## src/rtl/ipsxe_floating_point_accum_stim_gen_pkg.sv

```systemverilog
// Shared types and defaults for the accumulator example-design stimulus generator.
// The DEPTH/ADDR_W defaults here must match the operand and tlast ROMs.
package ipsxe_floating_point_accum_stim_gen_pkg;

    localparam int unsigned DefDataW  = 32;
    localparam int unsigned DefAddrW  = 4;
    localparam int unsigned DefDepth  = 10;
    localparam int unsigned DefPasses = 1;

    typedef enum logic [1:0] {
        StIdle  = 2'd0,
        StRun   = 2'd1,
        StDrain = 2'd2,
        StDone  = 2'd3
    } state_e;

    function automatic logic [15:0] sat_inc(input logic [15:0] v);
        return (v == 16'hFFFF) ? v : v + 16'd1;
    endfunction

endpackage

```

## src/rtl/ipsxe_floating_point_skid2.sv

```systemverilog
// Two-entry FIFO that absorbs the one-cycle ROM read latency under backpressure.
// The head entry only changes on a pop, or on a push into an empty buffer.
module ipsxe_floating_point_skid2 #(
    parameter int unsigned WIDTH = 33
) (
    input  logic             clk,
    input  logic             rst_n,
    input  logic             push,
    input  logic [WIDTH-1:0] din,
    input  logic             pop,
    output logic [WIDTH-1:0] dout,
    output logic             full,
    output logic             empty
);

    logic [WIDTH-1:0] head_q;
    logic [WIDTH-1:0] tail_q;
    logic [1:0]       cnt_q;

    assign dout  = head_q;
    assign full  = (cnt_q == 2'd2);
    assign empty = (cnt_q == 2'd0);

    always_ff @(posedge clk or negedge rst_n) begin
        if (!rst_n) begin
            head_q <= '0;
            tail_q <= '0;
            cnt_q  <= 2'd0;
        end else begin
            unique case ({push, pop})
                2'b10: begin
                    if (cnt_q == 2'd0) begin
                        head_q <= din;
                    end else begin
                        tail_q <= din;
                    end
                    cnt_q <= cnt_q + 2'd1;
                end
                2'b01: begin
                    head_q <= tail_q;
                    cnt_q  <= cnt_q - 2'd1;
                end
                2'b11: begin
                    if (cnt_q == 2'd2) begin
                        head_q <= tail_q;
                        tail_q <= din;
                    end else begin
                        head_q <= din;
                    end
                end
                default: begin
                end
            endcase
        end
    end

endmodule

```

## src/rtl/ipsxe_floating_point_accum_stim_gen.sv

```systemverilog
// Walks the operand/tlast ROM addresses and replays their contents as an AXI4-Stream
// master sequence into the floating-point accumulator, reporting busy/done to the checker.
module ipsxe_floating_point_accum_stim_gen
    import ipsxe_floating_point_accum_stim_gen_pkg::*;
#(
    parameter int unsigned DATA_W = DefDataW,
    parameter int unsigned ADDR_W = DefAddrW,
    parameter int unsigned DEPTH  = DefDepth,
    parameter int unsigned PASSES = DefPasses
) (
    input  logic              clk,
    input  logic              rst_n,
    input  logic              start,
    output logic [ADDR_W-1:0] rom_addr,
    input  logic [DATA_W-1:0] rom_data,
    input  logic              rom_last,
    output logic              m_axis_tvalid,
    input  logic              m_axis_tready,
    output logic [DATA_W-1:0] m_axis_tdata,
    output logic              m_axis_tlast,
    output logic              busy,
    output logic              done,
    output logic [15:0]       beat_cnt
);

    state_e            state_q;
    logic [ADDR_W-1:0] addr_q;
    logic [15:0]       pass_q;
    logic              in_flight_q;
    logic              busy_q;
    logic              done_q;
    logic [15:0]       beat_cnt_q;

    logic [DATA_W:0]   head;
    logic              skid_full;
    logic              skid_empty;
    logic [1:0]        occ;
    logic              pop;
    logic              issue;
    logic              last_addr;
    logic              last_pass;
    logic              drain_empty;

    ipsxe_floating_point_skid2 #(
        .WIDTH(DATA_W + 1)
    ) u_skid (
        .clk   (clk),
        .rst_n (rst_n),
        .push  (in_flight_q),
        .din   ({rom_last, rom_data}),
        .pop   (pop),
        .dout  (head),
        .full  (skid_full),
        .empty (skid_empty)
    );

    assign occ = skid_full ? 2'd2 : (skid_empty ? 2'd0 : 2'd1);
    assign pop = m_axis_tvalid & m_axis_tready;

    // A beat leaving this cycle frees its slot in time for a read issued now, which is
    // what keeps the stream bubble-free under continuous tready.
    assign issue = (state_q == StRun) &&
                   (({1'b0, occ} + {2'b0, in_flight_q}) < (3'd2 + {2'b0, pop}));

    assign last_addr   = (addr_q == ADDR_W'(DEPTH - 1));
    assign last_pass   = (PASSES != 0) && (pass_q == 16'(PASSES - 1));
    // Skid will be empty after this edge with nothing left to land.
    assign drain_empty = !in_flight_q && ((occ == 2'd0) || ((occ == 2'd1) && pop));

    always_ff @(posedge clk or negedge rst_n) begin
        if (!rst_n) begin
            state_q     <= StIdle;
            addr_q      <= '0;
            pass_q      <= '0;
            in_flight_q <= 1'b0;
            busy_q      <= 1'b0;
            done_q      <= 1'b0;
            beat_cnt_q  <= '0;
        end else begin
            in_flight_q <= issue;
            done_q      <= 1'b0;
            if (pop) begin
                beat_cnt_q <= sat_inc(beat_cnt_q);
            end
            if (issue) begin
                if (last_addr) begin
                    addr_q <= '0;
                    pass_q <= pass_q + 16'd1;
                end else begin
                    addr_q <= addr_q + 1'b1;
                end
            end
            unique case (state_q)
                StIdle: begin
                    if (start) begin
                        state_q    <= StRun;
                        busy_q     <= 1'b1;
                        beat_cnt_q <= '0;
                        addr_q     <= '0;
                        pass_q     <= '0;
                    end
                end
                StRun: begin
                    if (issue && last_addr && last_pass) begin
                        state_q <= StDrain;
                    end
                end
                StDrain: begin
                    if (drain_empty) begin
                        state_q <= StDone;
                        busy_q  <= 1'b0;
                        done_q  <= 1'b1;
                    end
                end
                StDone: begin
                    state_q <= StIdle;
                end
                default: begin
                    state_q <= StIdle;
                end
            endcase
        end
    end

    assign rom_addr      = addr_q;
    assign m_axis_tvalid = !skid_empty;
    assign m_axis_tdata  = head[DATA_W-1:0];
    assign m_axis_tlast  = head[DATA_W];
    assign busy          = busy_q;
    assign done          = done_q;
    assign beat_cnt      = beat_cnt_q;

endmodule

```

## config.mk

```make
export PLATFORM = sky130hd
export DESIGN_NAME = ipsxe_floating_point_accum_stim_gen
export DESIGN_NICKNAME = d
export VERILOG_FILES = /design/src/rtl/ipsxe_floating_point_accum_stim_gen_pkg.sv /design/src/rtl/ipsxe_floating_point_skid2.sv /design/src/rtl/ipsxe_floating_point_accum_stim_gen.sv
export SDC_FILE = /design/constraint.sdc
export NUM_CORES = 1
export LEC_CHECK = 0
export ABC_CLOCK_PERIOD_IN_PS = 6700
export BUFFER_PORTS_ARGS = -buffer_cell sky130_fd_sc_hd__buf_2
export CORE_UTILIZATION = 35
export DETAILED_ROUTE_END_ITERATION = 10
export GPL_ROUTABILITY_DRIVEN = 0
export SKIP_CTS_REPAIR_TIMING = 1
export SYNTH_ARGS = -nofsm -noshare
export SYNTH_HDL_FRONTEND = slang
export SYNTH_HIERARCHICAL = 1
export SYNTH_SLANG_ARGS = --single-unit
```

## constraint.sdc

```tcl
create_clock -name clk -period 6.7 [get_ports clk]
set_input_delay 1.34 -clock clk [delete_from_list [all_inputs] [get_ports clk]]
set_output_delay 1.34 -clock clk [all_outputs]
set_load 0.02 [all_outputs]
```

==> Yosys cells after proc, flatten, opt, wreduce, memory -nomap -nowiden <==
Index checks and enable logic that the tools add are counted.
{ "totals": {"regBits": 109, "latch_bits": 0, "ramBits": 0, "mem_bits_ro": 0, "inputBits": 37, "output_inout_bits": 56, "word_cells": 85, "n_memories": 0} }
{ "classes": {"add_sub_neg": 7, "n_mul": 0, "div": 0, "magnitude_cmp": 1, "eq_ne": 16, "shifts": 0, "muxes": 30, "n_bitwise": 1, "reduce_logical": 20} }
{ "op_table": {"columns": ["cell", "count"], "rows": [
  ["$mux 33", 4],
  ["$mux 16", 8],
  ["$pmux 33 s3", 1],
  ["$pmux 33 s2", 1],
  ["$add 16x1->16 const B", 2],
  ["$eq 16x16->1 const B", 1],
  ["$logic_not 16->1", 1],
  ["$mux 4", 4],
  ["$eq 2x2->1 const B", 5],
  ["$ne 2x2->1 const B", 5],
  ["$reduce_and 3->1", 3],
  ["$mux 2", 4],
  ["$pmux 2 s4", 1],
  ["$eq 2x1->1 const B", 3],
  ["$logic_not 2->1", 3],
  ["$reduce_bool 2->1", 3],
  ["$logic_and 1x1->1", 5],
  ["$mux 1", 5],
  ["$add 4x1->4 const B", 1],
  ["$eq 4x4->1 const B", 1],
  ["$pmux 2 s2", 1],
  ["$add 2x1->3", 1],
  ["$add 2x1->3 const A", 1],
  ["$lt 3x3->1", 1],
  ["9 further kinds", 10]
]} }

==> Logic depth before layout (Yosys ltp) <==
{ "depth": {"ltp_word": 10, "ltp_mapped": 11, "ltp_nobuf": 9} }

==> By module <==
The synthesis kept the hierarchy.
{ "by_module_without_submodules": {"columns": ["module", "instances", "cells_per_inst", "area_each_um2", "seq_area_each_um2"], "rows": [
  ["ipsxe_floating_point_skid2", 1, 248, 3123.0, 1701.6],
  ["ipsxe_floating_point_accum_stim_gen", 1, 234, 2227.1, 1026.0]
]} }

==> Least setup slack after synthesis <==
Ideal clock, no wire load.
{ "synth_timing": {"path_type": "in2reg", "start": "in m_axis_tready", "end": "reg u_skid.tail_q[10]", "setup_ns": 0.125, "t_arrival_ns": 2.842, "path_slack_ns": 3.733, "stages": 6, "path_buffers": 1, "cell_sequence": "nor2b_1 ha_1 nor2_1 a211oi_4 buf_6 mux2_2"} }
{ "synth_via": {"elab_chain_cells": 4, "word_cells_on_any_way": 8} }
{ "synth_rtl": {"columns": ["item", "line", "text"], "rows": [
  ["start, declared", "ipsxe_floating_point_accum_stim_gen.sv:18", "input logic m_axis_tready,"],
  ["$and 1x1->1 *", "ipsxe_floating_point_accum_stim_gen.sv:58", "assign pop = m_axis_tvalid & m_axis_tready;"],
  ["$eq 2x2->1", "ipsxe_floating_point_skid2.sv:30", "unique case ({push, pop})"],
  ["$ne 2x2->1 (no source line) / $reduce_bool 2->1 (equally long branches)", null, null],
  ["$reduce_and 3->1 (no source line)", null, null],
  ["end signal, assigned", "ipsxe_floating_point_skid2.sv:35", "tail_q <= din;"],
  ["end signal, assigned", "ipsxe_floating_point_skid2.sv:46", "tail_q <= din;"],
  ["end, declared", "ipsxe_floating_point_skid2.sv:17", "logic [WIDTH-1:0] tail_q;"]
]} }
Every way passes the cells marked *; elsewhere a longest branch is shown, timed or not.
A chain may end at the register's enable or synchronous reset.

==> Final worst setup path <==
{ "layout_timing": {"start": "in m_axis_tready", "end": "reg u_skid.tail_q[17]"} }
{ "layout_via": {"elab_chain_cells": 4, "word_cells_on_any_way": 8} }
{ "layout_rtl": {"columns": ["item", "line", "text"], "rows": [
  ["$and 1x1->1 *", "ipsxe_floating_point_accum_stim_gen.sv:58", null],
  ["named net pop", "ipsxe_floating_point_accum_stim_gen.sv:38", "logic pop;"],
  ["$eq 2x2->1", "ipsxe_floating_point_skid2.sv:30", null],
  ["$ne 2x2->1 (no source line) / $reduce_bool 2->1 (equally long branches)", null, null],
  ["$reduce_and 3->1 (no source line)", null, null]
]} }
The timed path passes the listed nets; every way through them passes the cells marked *.

==> results.toml <==
[yosys]
synth_edf_count = 0
synth_sequential_area_ratio_pct = 51.0
synth.largest_area_cell = "sky130_fd_sc_hd__dfrtp_1"
post-synth-top-area-fraction_pct = 51.0
yosys-top-cells-area = "sky130_fd_sc_hd__dfrtp_1, sky130_fd_sc_hd__mux2_2, sky130_fd_sc_hd__a311oi_1"
synth.net_count = 532
flop_and_latch_count_out_of_synthesis = 109
yosysWarnings = 6
avgSynthCellArea_um2 = 11.1
synthCells = 482
yosys.cell_types.count = 46
synthFlopType = "sky130_fd_sc_hd__dfrtp_1"
postSynth.asyncResetShare_pct = 100
syn-cell-area_mm2 = 0.00535

[worst_setup_path]
critical_path_peak_fanout = 19
worstPathCellList = "buf_2 > nor2b_1 > ha_1 > nor2_1 > a211oi_4 > buf_4 > mux2_2"
critical_path.startpoint_type = "input pin"
cp.required_ps = 6930
max_stage_delay_ps = 670
cpLargestDelayFamily = "compound AO/OA/AOI/OAI gates"
worst_path_max_delay_cell = "sky130_fd_sc_hd__a211oi_4"
crit_path_end_kind = "register"
arrival_ps = 3810
crit_type = "in2reg"
timing.critical_path.buf_inv = 2

[timing]
clock_skew_ps = 9.02
timing.final.max_slew_violations = 0
final_period_minus_worst_setup_slack_ps = 3570
hold_violations = 0
setup_violations = 0
grt_setup_unrepaired = "false"
final.period_utilization_pct = 53.4
fmaxAchievable_mhz = 280
setup-tns-final_ps = 0
setup_ws_ps = 3130
timing_worst_slew_pin_value_ps = 1170
relSlewSlack_pct = 21.8

[clocking]
path_clk_slew_ps = 70
cts.root.buffer_cell = "sky130_fd_sc_hd__clkbuf_16"
cts_num_sinks = 109
max-clock-path-buffers = 2
tritoncts = "done"
cts.htree.levels = 3
clk_latency_ps = 350
tritoncts.num_buffers = 9

[cells_and_area]
syn_to_final_growth_pct = 16.7
final_design_area_no_fill_mm2 = 0.00624
ant_diodes = 0
drive_gt1_share_pct = 27.4
stdcell_count = 746
fin_nets = 608

[grt]
grt_first_pass_wirelength_um = 21300
grt_util_all_layers_pct = 17.0
via_count_of_the_first_global_routing_pass = 4163
grt_start_max_net_pins = 65
grt_antenna_before_repair = 0
globalRouteOverflowTotal = 0

[floorplanning]
top_level_ports = 93
placeableCoreArea_mm2 = 0.0147
die-height_um = 126
rows = 44
initial_core_util_pct = 36.4
floorplan.die.width_um = 126
fp.dieArea_mm2 = 0.0158

[placed_design]
dpl.hpwl_um = 8390
buffer_ports.inserted = 92
place_inst = 731
dpl_cell_area_mm2 = 0.00594
dp_worst_setup_slack_ps = 2770

[power_and_ir_drop]
powerDensity_mw_per_mm2 = 451
cellLeakagePower_nw = 2.74
total_power_consumption_of_the_routed_design_w = 0.00282
max-vdd-ir-drop_v = 0.000191

[worst_hold_path]
worst_hold_path_type = "reg2reg"

[status]
violations = "design-rule violations"
status = "finished with violations"

[job]
max_cap_viol_count = 0

[route]
ant_nets = 0
route.final.wire_length_um = 13100
via_count = 4188
detail_route.wl_per_cell_um = 17.6
drc_violation_count_after_routing = 10
route.detailed.vias_per_inst = 5.61
detail_route.iter0.violations = 281
drt_first_pass_iters = 8
cell families after synthesis:
logic type | Yosys count | synth area share [%]
compound gates | 125 | 17.2
xor+xnor | 29 | 4.75
fa+ha+maj | 13 | 3.04
buf+inv | 47 | 3.91
flops | 109 | 51.0
mux | 37 | 7.79
simple gates | 122 | 12.3
stage by stage:
stage                     hold slack [ps]  utilization [%]
after floorplan                       474                -
after global placement                483             40.4
after detailed placement              489             40.4
after CTS                             507             42.5
after global routing                  518             42.5
final                                 505             42.5
flip-flops by register name, indices dropped and copies added (netlist names):
name           flops
u_skid/dout       33
u_skid/tail_q     33
beat_cnt          16
pass_q            16
rom_addr           4
state_q            2
u_skid/cnt_q       2
busy               1
done               1
in_flight_q        1
cell usage after synthesis (all sizes together) (2+ instances only):
| cell type | n |
|---|---|
| and4 | 4 |
| xor2 | 12 |
| o21a | 2 |
| a21oi | 7 |
| and3 | 7 |
| xnor2 | 17 |
| and2 | 4 |
| and3b | 2 |
| mux2i | 3 |
| nor4 | 3 |
| clkbuf | 25 |
| a2bb2oi | 33 |
| a311oi | 34 |
| dfrtp | 109 |
| nor2 | 39 |
| o21ai | 40 |
| nand3 | 10 |
| nor2b | 8 |
| nor3 | 8 |
| a211oi | 2 |
| ha | 13 |
| nand2 | 12 |
| nand4 | 13 |
| a31oi | 3 |
| nor3b | 4 |
| buf | 9 |
| mux2 | 34 |
| inv | 13 |
layer usage:
metal | wire length (um) | GRT usage (%) | part of all wire [%]
met2 | 6080 | 26.4 | 46
met4 | 255 | 6.67 | 1.9
met1 | 6110 | 23.0 | 47
met3 | 651 | 3.95 | 5.0
met5 | 0 | 0 | 0
area by class of cell:
cell class / instances / area [um2]
Clock buffer: 10 / 239
Inverter: 13 / 48.8
Tap cell: 184 / 230
Sequential cell: 109 / 2730
Multi-Input combinational cell: 326 / 2410
Timing Repair Buffer: 99 / 515
Clock inverter: 5 / 66.3
Fill cell: 1418 / 8460
final timing paths:
| path | from | endpoint | slack, ps | depth (start not counted) |
|---|---|---|---|---|
| max in group asynchronous | rst_n | pass_q[10] | 4440 | 2 |
| setup / recovery | m_axis_tready | u_skid/tail_q[17] | 3130 | 7 |
| hold / removal | u_skid/tail_q[21] | u_skid/tail_q[21] | 510 | 1 |
| min in group asynchronous | rst_n | u_skid/dout[6] | 990 | 1 |
| hold reg to reg | u_skid/tail_q[21] | u_skid/tail_q[21] | 510 | 1 |
| setup reg to reg | u_skid/cnt_q[0] | u_skid/tail_q[17] | 3520 | 7 |
power by group:
group          leakage (nW)  internal, W  total (W)  switching, W
combinational          1.25     0.000517    0.00118      0.000666
clock                 0.147     0.000303   0.000551      0.000248
sequential             1.34     0.000913    0.00108      0.000169
total                  2.74      0.00173    0.00282       0.00108
placed cells by master (no fill, tap or decap), drive strengths merged, types with 2 or more instances in the layout:
cell / synthesis / layout
a211oi: 2 / 2
a21oi: 7 / 7
a2bb2oi: 33 / 33
a311oi: 34 / 34
a31oi: 3 / 3
and2: 4 / 4
and3: 7 / 7
and3b: 2 / 2
and4: 4 / 4
buf: 9 / 99
clkbuf: 25 / 10
dfrtp: 109 / 109
ha: 13 / 13
inv: 13 / 15
mux2: 34 / 34
mux2i: 3 / 3
nand2: 12 / 12
nand3: 10 / 10
nand4: 13 / 13
nor2: 39 / 39
nor2b: 8 / 8
nor3: 8 / 8
nor3b: 4 / 4
nor4: 3 / 3
o21a: 2 / 2
o21ai: 40 / 40
xnor2: 17 / 17
xor2: 12 / 12
No activity file was read; power rests on OpenSTA's default activity.
